`config.mk`:
```
export PLATFORM = sky130hd
export DESIGN_NAME = platform_bank
export DESIGN_NICKNAME = d
export VERILOG_FILES = /design/src/rtl/doodle_pkg.sv /design/src/rtl/lfsr16.sv /design/src/rtl/platform_bank.sv
export SDC_FILE = /design/constraint.sdc
export NUM_CORES = 2
export LEC_CHECK = 0
export ABC_CLOCK_PERIOD_IN_PS = 38700
export CELL_PAD_IN_SITES_DETAIL_PLACEMENT = 1
export CELL_PAD_IN_SITES_GLOBAL_PLACEMENT = 1
export CORE_ASPECT_RATIO = 2
export CORE_UTILIZATION = 40
export DETAILED_ROUTE_END_ITERATION = 6
export GPL_TIMING_DRIVEN = 0
export PLACE_DENSITY_LB_ADDON = 0.08
export SLEW_MARGIN = 10
export SYNTH_ARGS = -nofsm -noshare
export SYNTH_HDL_FRONTEND = slang
export SYNTH_SLANG_ARGS = --single-unit
```
`constraint.sdc`:
```
create_clock -name Clk -period 38.7 [get_ports Clk]
set_input_delay 7.74 -clock Clk [delete_from_list [all_inputs] [get_ports Clk]]
set_output_delay 7.74 -clock Clk [all_outputs]
set_load 0.1 [all_outputs]
```
`src/rtl/doodle_pkg.sv`:
```
// Geometry defaults, the platform record and the frame-update states shared by the game core.
// Also holds the span test and reset-layout helpers used by the platform bank.
package doodle_pkg;

    localparam int SCREEN_W_DEF = 640;
    localparam int SCREEN_H_DEF = 480;
    localparam int PLAT_W_DEF   = 60;
    localparam int PLAT_H_DEF   = 8;

    typedef struct packed {
        logic [9:0] x;
        logic [9:0] y;
    } plat_t;

    typedef enum logic [1:0] {
        PB_IDLE,
        PB_SCAN,
        PB_DONE
    } pb_state_t;

    // lo <= v < lo+len; 11 bits so lo+len never wraps for on-screen values.
    function automatic logic in_span(input logic [10:0] v,
                                     input logic [10:0] lo,
                                     input logic [10:0] len);
        return (v >= lo) && (v < lo + len);
    endfunction

    function automatic logic [9:0] init_y(input int i, input int n, input int h);
        return 10'(i * (h / n));
    endfunction

    function automatic logic [9:0] init_x(input int i, input int w, input int pw);
        return 10'((i * 97) % (w - pw));
    endfunction

endpackage

```
`src/rtl/lfsr16.sv`:
```
// 16-bit Galois LFSR (taps 16,14,13,11) that picks respawn positions.
// Latency: q advances one state on the cycle after step; no backpressure, step is a plain enable.
// Reset loads seed, which must be nonzero.
module lfsr16 (
    input  logic        Clk,
    input  logic        Reset,
    input  logic        step,
    input  logic [15:0] seed,
    output logic [15:0] q
);

    localparam logic [15:0] TAPS = 16'hB400;

    always_ff @(posedge Clk or posedge Reset) begin
        if (Reset) begin
            q <= seed;
        end else if (step) begin
            q <= {1'b0, q[15:1]} ^ (q[0] ? TAPS : 16'h0000);
        end
    end

endmodule

```
`src/rtl/platform_bank.sv`:
```
// Platform register bank: per-frame scroll/respawn sweep plus registered pixel and landing queries.
// Latency: queries 1 cycle; frame update NUM_PLAT+1 cycles after tick. A tick while busy is dropped (overrun).
// PLAT_MOVE_EN: odd slots also drift horizontally by 1 px per frame and bounce at the screen edges.
module platform_bank
    import doodle_pkg::*;
#(
    parameter int          NUM_PLAT  = 16,
    parameter int          SCREEN_W  = SCREEN_W_DEF,
    parameter int          SCREEN_H  = SCREEN_H_DEF,
    parameter int          PLAT_W    = PLAT_W_DEF,
    parameter int          PLAT_H    = PLAT_H_DEF,
    parameter logic [15:0] LFSR_SEED = 16'hACE1
) (
    input  logic        Clk,
    input  logic        Reset,
    input  logic        frame_clk,
    input  logic [7:0]  scroll_amt,
    input  logic [9:0]  DrawX,
    input  logic [9:0]  DrawY,
    input  logic [9:0]  DoodleX,
    input  logic [9:0]  DoodleY,
    input  logic [9:0]  Doodle_size,
    input  logic        doodle_falling,
    output logic        plat_on,
    output logic        landed,
    output logic [9:0]  land_y,
    output logic        busy,
    output logic        upd_done,
    output logic        overrun,
    output logic [15:0] respawn_cnt
);

    localparam int               IDX_W    = $clog2(NUM_PLAT);
    localparam logic [IDX_W-1:0] LAST_IDX = IDX_W'(NUM_PLAT - 1);
    localparam logic [10:0]      H11      = 11'(SCREEN_H);
    localparam logic [10:0]      PW11     = 11'(PLAT_W);
    localparam logic [10:0]      PH11     = 11'(PLAT_H);
    localparam logic [9:0]       X_SPAN   = 10'(SCREEN_W - PLAT_W);

    plat_t            plat_q [NUM_PLAT];
    pb_state_t        state_q;
    logic [IDX_W-1:0] idx_q;
    logic [7:0]       amt_q;

    logic [2:0]       fsync_q;
    logic             tick;

    logic [15:0]      lfsr_q;
    logic             lfsr_step;
    logic             unused_lfsr_hi;

    plat_t            cur;
    logic [10:0]      y_sum;
    logic             wrap;
    logic [9:0]       y_next;
    logic [9:0]       x_next;
    logic [9:0]       r;
    logic [9:0]       rx;

`ifdef PLAT_MOVE_EN
    localparam logic [9:0] X_MAX = X_SPAN - 10'd1;
    logic [NUM_PLAT-1:0] dir_q;
    logic                dir_next;
`endif

    logic [10:0]      feet;
    logic [10:0]      doodle_r;
    logic             pix_hit;
    logic             land_hit;
    logic [9:0]       land_y_c;

    // frame_clk is a foreign-domain vsync: two sync flops, the third holds the previous sample.
    always_ff @(posedge Clk or posedge Reset) begin
        if (Reset) begin
            fsync_q <= '0;
        end else begin
            fsync_q <= {fsync_q[1:0], frame_clk};
        end
    end

    assign tick = fsync_q[1] & ~fsync_q[2];

    assign lfsr_step      = (state_q == PB_SCAN) && wrap;
    assign unused_lfsr_hi = ^lfsr_q[15:10];

    lfsr16 u_lfsr (
        .Clk   (Clk),
        .Reset (Reset),
        .step  (lfsr_step),
        .seed  (LFSR_SEED),
        .q     (lfsr_q)
    );

    // Next state of the slot under the scan pointer.
    always_comb begin
        cur      = plat_q[idx_q];
        y_sum    = {1'b0, cur.y} + {3'b000, amt_q};
        wrap     = (y_sum >= H11);
        y_next   = 10'(wrap ? y_sum - H11 : y_sum);
        r        = lfsr_q[9:0];
        rx       = (r >= X_SPAN) ? r - X_SPAN : r;
        x_next   = cur.x;
`ifdef PLAT_MOVE_EN
        dir_next = dir_q[idx_q];
        if (idx_q[0]) begin
            if (!dir_q[idx_q]) begin
                if (cur.x >= X_MAX) begin
                    dir_next = 1'b1;
                    x_next   = cur.x - 10'd1;
                end else begin
                    x_next   = cur.x + 10'd1;
                end
            end else begin
                if (cur.x == 10'd0) begin
                    dir_next = 1'b0;
                    x_next   = 10'd1;
                end else begin
                    x_next   = cur.x - 10'd1;
                end
            end
        end
        if (wrap) begin
            dir_next = lfsr_q[0];
        end
`endif
        if (wrap) begin
            x_next = rx;
        end
    end

    always_ff @(posedge Clk or posedge Reset) begin
        if (Reset) begin
            state_q     <= PB_IDLE;
            idx_q       <= '0;
            amt_q       <= '0;
            busy        <= 1'b0;
            upd_done    <= 1'b0;
            overrun     <= 1'b0;
            respawn_cnt <= '0;
            for (int i = 0; i < NUM_PLAT; i++) begin
                plat_q[i].x <= init_x(i, SCREEN_W, PLAT_W);
                plat_q[i].y <= init_y(i, NUM_PLAT, SCREEN_H);
            end
`ifdef PLAT_MOVE_EN
            dir_q <= '0;
`endif
        end else begin
            if (tick && (state_q != PB_IDLE)) begin
                overrun <= 1'b1;
            end
            case (state_q)
                PB_IDLE: begin
                    upd_done <= 1'b0;
                    if (tick) begin
                        amt_q   <= scroll_amt;
                        idx_q   <= '0;
                        busy    <= 1'b1;
                        state_q <= PB_SCAN;
                    end
                end
                PB_SCAN: begin
                    plat_q[idx_q].y <= y_next;
                    plat_q[idx_q].x <= x_next;
`ifdef PLAT_MOVE_EN
                    dir_q[idx_q] <= dir_next;
`endif
                    if (wrap) begin
                        respawn_cnt <= respawn_cnt + 16'd1;
                    end
                    if (idx_q == LAST_IDX) begin
                        upd_done <= 1'b1;
                        state_q  <= PB_DONE;
                    end else begin
                        idx_q <= idx_q + 1'b1;
                    end
                end
                PB_DONE: begin
                    upd_done <= 1'b0;
                    busy     <= 1'b0;
                    state_q  <= PB_IDLE;
                end
                default: begin
                    upd_done <= 1'b0;
                    busy     <= 1'b0;
                    state_q  <= PB_IDLE;
                end
            endcase
        end
    end

    assign feet     = {1'b0, DoodleY} + {1'b0, Doodle_size};
    assign doodle_r = {1'b0, DoodleX} + {1'b0, Doodle_size};

    // Walk slots high to low so the lowest matching index sets land_y last.
    always_comb begin
        pix_hit  = 1'b0;
        land_hit = 1'b0;
        land_y_c = '0;
        for (int i = NUM_PLAT - 1; i >= 0; i--) begin
            if (in_span({1'b0, DrawX}, {1'b0, plat_q[i].x}, PW11) &&
                in_span({1'b0, DrawY}, {1'b0, plat_q[i].y}, PH11)) begin
                pix_hit = 1'b1;
            end
            if (doodle_falling &&
                in_span(feet, {1'b0, plat_q[i].y}, PH11) &&
                (doodle_r > {1'b0, plat_q[i].x}) &&
                ({1'b0, DoodleX} < {1'b0, plat_q[i].x} + PW11 + {1'b0, Doodle_size})) begin
                land_hit = 1'b1;
                land_y_c = plat_q[i].y;
            end
        end
    end

    always_ff @(posedge Clk or posedge Reset) begin
        if (Reset) begin
            plat_on <= 1'b0;
            landed  <= 1'b0;
            land_y  <= '0;
        end else begin
            plat_on <= pix_hit;
            landed  <= land_hit;
            if (land_hit) begin
                land_y <= land_y_c;
            end
        end
    end

endmodule

```
==> results.md <==
- Stages on worst setup path: 21
- Initial antenna violation count: 20
- # IOs: between 90 and 100
- Status: finished, final reports clean
- Clk pin slew, worst setup/hold paths: 0.07 ns
- Compound-cell area share of the yosys netlist: 0.206
- Int Pwr: 1.64 mW
- Worst vdd ir: 66.9 µV
- Post-DRT Antenna Nets: 0
- Tmin final: 15.70 ns
- Simple-gate share of the synthesized area: 0.118
- HPWL Detailed: 220 mm
- Post-synth EDFFs: 0
- Synth Warn #: 0
- Design area: 0.0617 mm²
- Slew @ Worst Pin: 1.38 ns
- Power per Cell Area: 61.7 mW/mm²
- CTS max path bufs: 3
- Via Count: 53400
- Worst r2r path cells: 22
- CP required: 39.23 ns
- Mux share of post-synthesis cell area: 0.0699
- Sequential power share: 0.187
- Unique masters post-synth: 90
- WL/cell: ~33 µm
- Sw frac: 0.568
- Number of global-route vias before repair: approximately 57000
- Post-CTS Resized: 0
- Initial drt markers: 2897
- Drt first pass iters: 6
- DP Area: roughly 0.06 mm²
- All-Layer GR Usage: 0.390
- Buffers & Inverters on Critical Path: 4
- Post-synth top cells: 1395 x ha_1, 616 x inv_1, 563 x o21ai_0
- RePlAce Congestion: between 1 and 1.5
- Leakage: 27.6 nW
- Postcts setup bufs: 0
- Post-Route WL: 274 mm
- Post-Syn Area per Cell: between 8 and 9 µm²
- Comb power frac: 0.685
- Net Sw Power: ~2.2 mW
- Initial Util: 0.404
- Worst min-delay path class: reg2reg
- Period utilization: 0.406
- Unrepaired setup endpoints after global routing: no
- Cells after Synth: about 6300
- Relative slew slack: 0.0710
- Nature of the critical path startpoint: input port
- Max Cap Viol: 0
- Final hold viol count: 0
- Final setup margin: 23.00 ns
- Post-synthesis adder-cell area fraction: 0.322
- Clk pwr share: 0.127
- Layout cells sized above 1: 0.0993
- CP max FO: 21
- Maximum clock rate: 63.7 MHz
- Seq cells post-synth: about 380
- Vias per std cell: roughly 6.4
- Area grow syn2layout: 11.5%
- CTS Hold Bufs: 0
- Area share of the largest cell type after synthesis: 0.316
- H-tree levels: 2
- Placed insts: 8204
- Die W: between 200 and 300 µm
- Final core occ: 0.450
- Die Ht: between 500 and 600 µm
- CTS Sinks: 384
- Worst Setup End Kind: flop
- Ys flop type: dfrtp_1
- Largest cells by area after synthesis: ha_1 32%, dfrtp_1 12%, dfstp_2 5.9%
- Syn Std Cell Area: 0.0553 mm²
- Hold Path Stages: 0
- Top delay family on crit path: compound AO/OA/AOI/OAI gates
- Worst-Skew Late Latency: 0.64 ns
- Setup TNS Final: 0 ns
- Largest net degree at the start of global routing: 106
- First-pass GRT wire length: 390 mm
- # rows: 192
- Root Driver: clkbuf_16
- Critical Path AT: 16.23 ns
- CTS tree: built
- Max Slew Vio Count: 0
- Synth Area in XOR/XNOR: 0.0540
- DP Worst Slack: ~23 ns
- DRC violations left: 0
- Setup violators final: 0
- Count leader, synth: ha_1
- Filler instances: 16000
- CTS buffer count: 44
- Largest family of logic cells by synthesized area: adder cells
- Area leader, netlist: ha_1
- Sequential area share after synthesis: 0.177
- Nets@finish: about 8000
- Synth Net Count: around 7700
- Cell Chain, Critical Path: clkdlybuf4s50_1 -> ha_1 -> inv_1 -> fa_1 -> nor2b_1 -> o2111ai_1 -> a21oi_2 -> nor2_4 -> inv_2 -> ha_1 -> nand2_1 -> nand4_1 -> o21ai_0 -> o31ai_1 -> nor3_1 -> clkbuf_1 -> nor3_1 -> a211o_1 -> a2111oi_0 -> o211ai_1 -> o211ai_1
- Core box area: ~0.14 mm²
- I/O Buffers: 91
- Setup CP Type: in2reg
- Async S/R FF share, synth: 1.00
- Final std cells w/o fill: slightly above 8000
- Slowest stage delay, CP: ~0.92 ns
- Total grt overflow: 0
- Critical path's slowest cell: inv_2
- Clock Skews: 0.0348 ns
- Die Area: 0.140 mm²
## area by class of cell
| class | instances | area [µm²] | area share |
|---|---|---|---|
| clock inverters | 29 | 428 | 0.00694 |
| clock buffers | 51 | 1150 | 0.0186 |
| plain buffers | 141 | 614 | 0.00996 |
| multi-input cells | 5130 | 42800 | 0.694 |
| diodes | 13 | 32.5 | 0.000527 |
| flip-flops and latches | 384 | 9760 | 0.158 |
| well taps | 1746 | 2180 | 0.0354 |
| inverters | 618 | 2330 | 0.0377 |
| repair buffers | 185 | 2390 | 0.0388 |
## metal layers
metal / up-vias / wire, µm / GRT usage
met5: - / 57 / 0
met4: 10 / 33900 / 0.403
met3: 1122 / 11700 / 0.0567
met2: 1799 / 137000 / 0.694
met1: 26900 / 91900 / 0.372
li1: 23600 / - / -
## path summary, 6_finish.rpt
| check | startpoint | to | slack [ns] |
|---|---|---|---|
| hold reg to reg | fsync_q[0] | fsync_q[1] | 0.35 |
| min in group asynchronous | Reset | fsync_q[2] | 7.59 |
| max in group asynchronous | Reset | plat_q[231] | 29.47 |
| hold / removal | fsync_q[0] | fsync_q[1] | 0.35 |
| setup reg to reg | idx_q[1] | plat_q[125] | 28.73 |
| setup / recovery | DoodleY[0] | land_y[8] | 23.00 |
## cell families after synthesis
group                    after synthesis
XOR/XNOR                             341
AO/OA/AOI/OAI                       1809
adder cells (fa/ha/maj)             1414
buffers and inverters                759
AND/OR/NAND/NOR                     1325
flip-flops                           384
multiplexers                         241
## registers in the layout, indices dropped and copies added (netlist names), 2 cells and up
register     flops
plat_q         320
respawn_cnt     16
u_lfsr.q        16
land_y          10
amt_q            8
idx_q            4
fsync_q          3
state_q          2
## worst reg2reg max path, delay by kind of cell (launching register included)
family	cells	cell delay, ns
adder cells (fa/ha/maj)	2	0.47
buffers and inverters	9	4.98
AO/OA/AOI/OAI	5	0.97
AND/OR/NAND/NOR	2	0.33
multiplexers	2	0.98
flip-flops	1	0.38
XOR/XNOR	2	1.70
## placed cells by master, fill, tap and decap left out, types with 45 or more instances in the layout
cell,Yosys,final
clkdlybuf4s50_1,0,54
o21a_1,68,67
a21o_1,176,176
clkbuf_16,0,45
xor2_1,70,68
nor3_1,117,117
nand4_1,60,60
nand3_1,149,149
inv_1,616,610
o21bai_1,76,76
nor2b_1,64,64
nor4_1,46,46
nand2b_1,94,94
mux2_2,123,123
nor2_1,241,241
o211ai_1,70,70
nand2_1,392,392
dfstp_2,124,124
xnor2_1,271,258
a21oi_1,439,439
clkbuf_1,112,114
mux4_2,100,100
ha_1,1395,1395
a211oi_1,95,94
o21ai_0,563,563
dfrtp_1,260,260
## power groups by stage
stage	Sequential [mW]	Clock, mW	Combinational, mW
5_1_grt	0.709	0.497	2.78
3_3_place_gp	0.705	0	2.40
3_5_place_dp	0.706	0	2.53
2_1_floorplan	0.647	0	1.44
6_report	0.712	0.485	2.61
4_1_cts	0.701	0.489	2.55
## per-stage QoR
step                      hold WS, ns  power [mW]
after detailed placement        0.342        3.24
after floorplan                 0.331        2.08
final                           0.352        3.80
after CTS                       0.357        3.74
after global placement          0.332        3.11
after global routing            0.364        3.99
No activity file was read; power rests on OpenSTA's default activity.
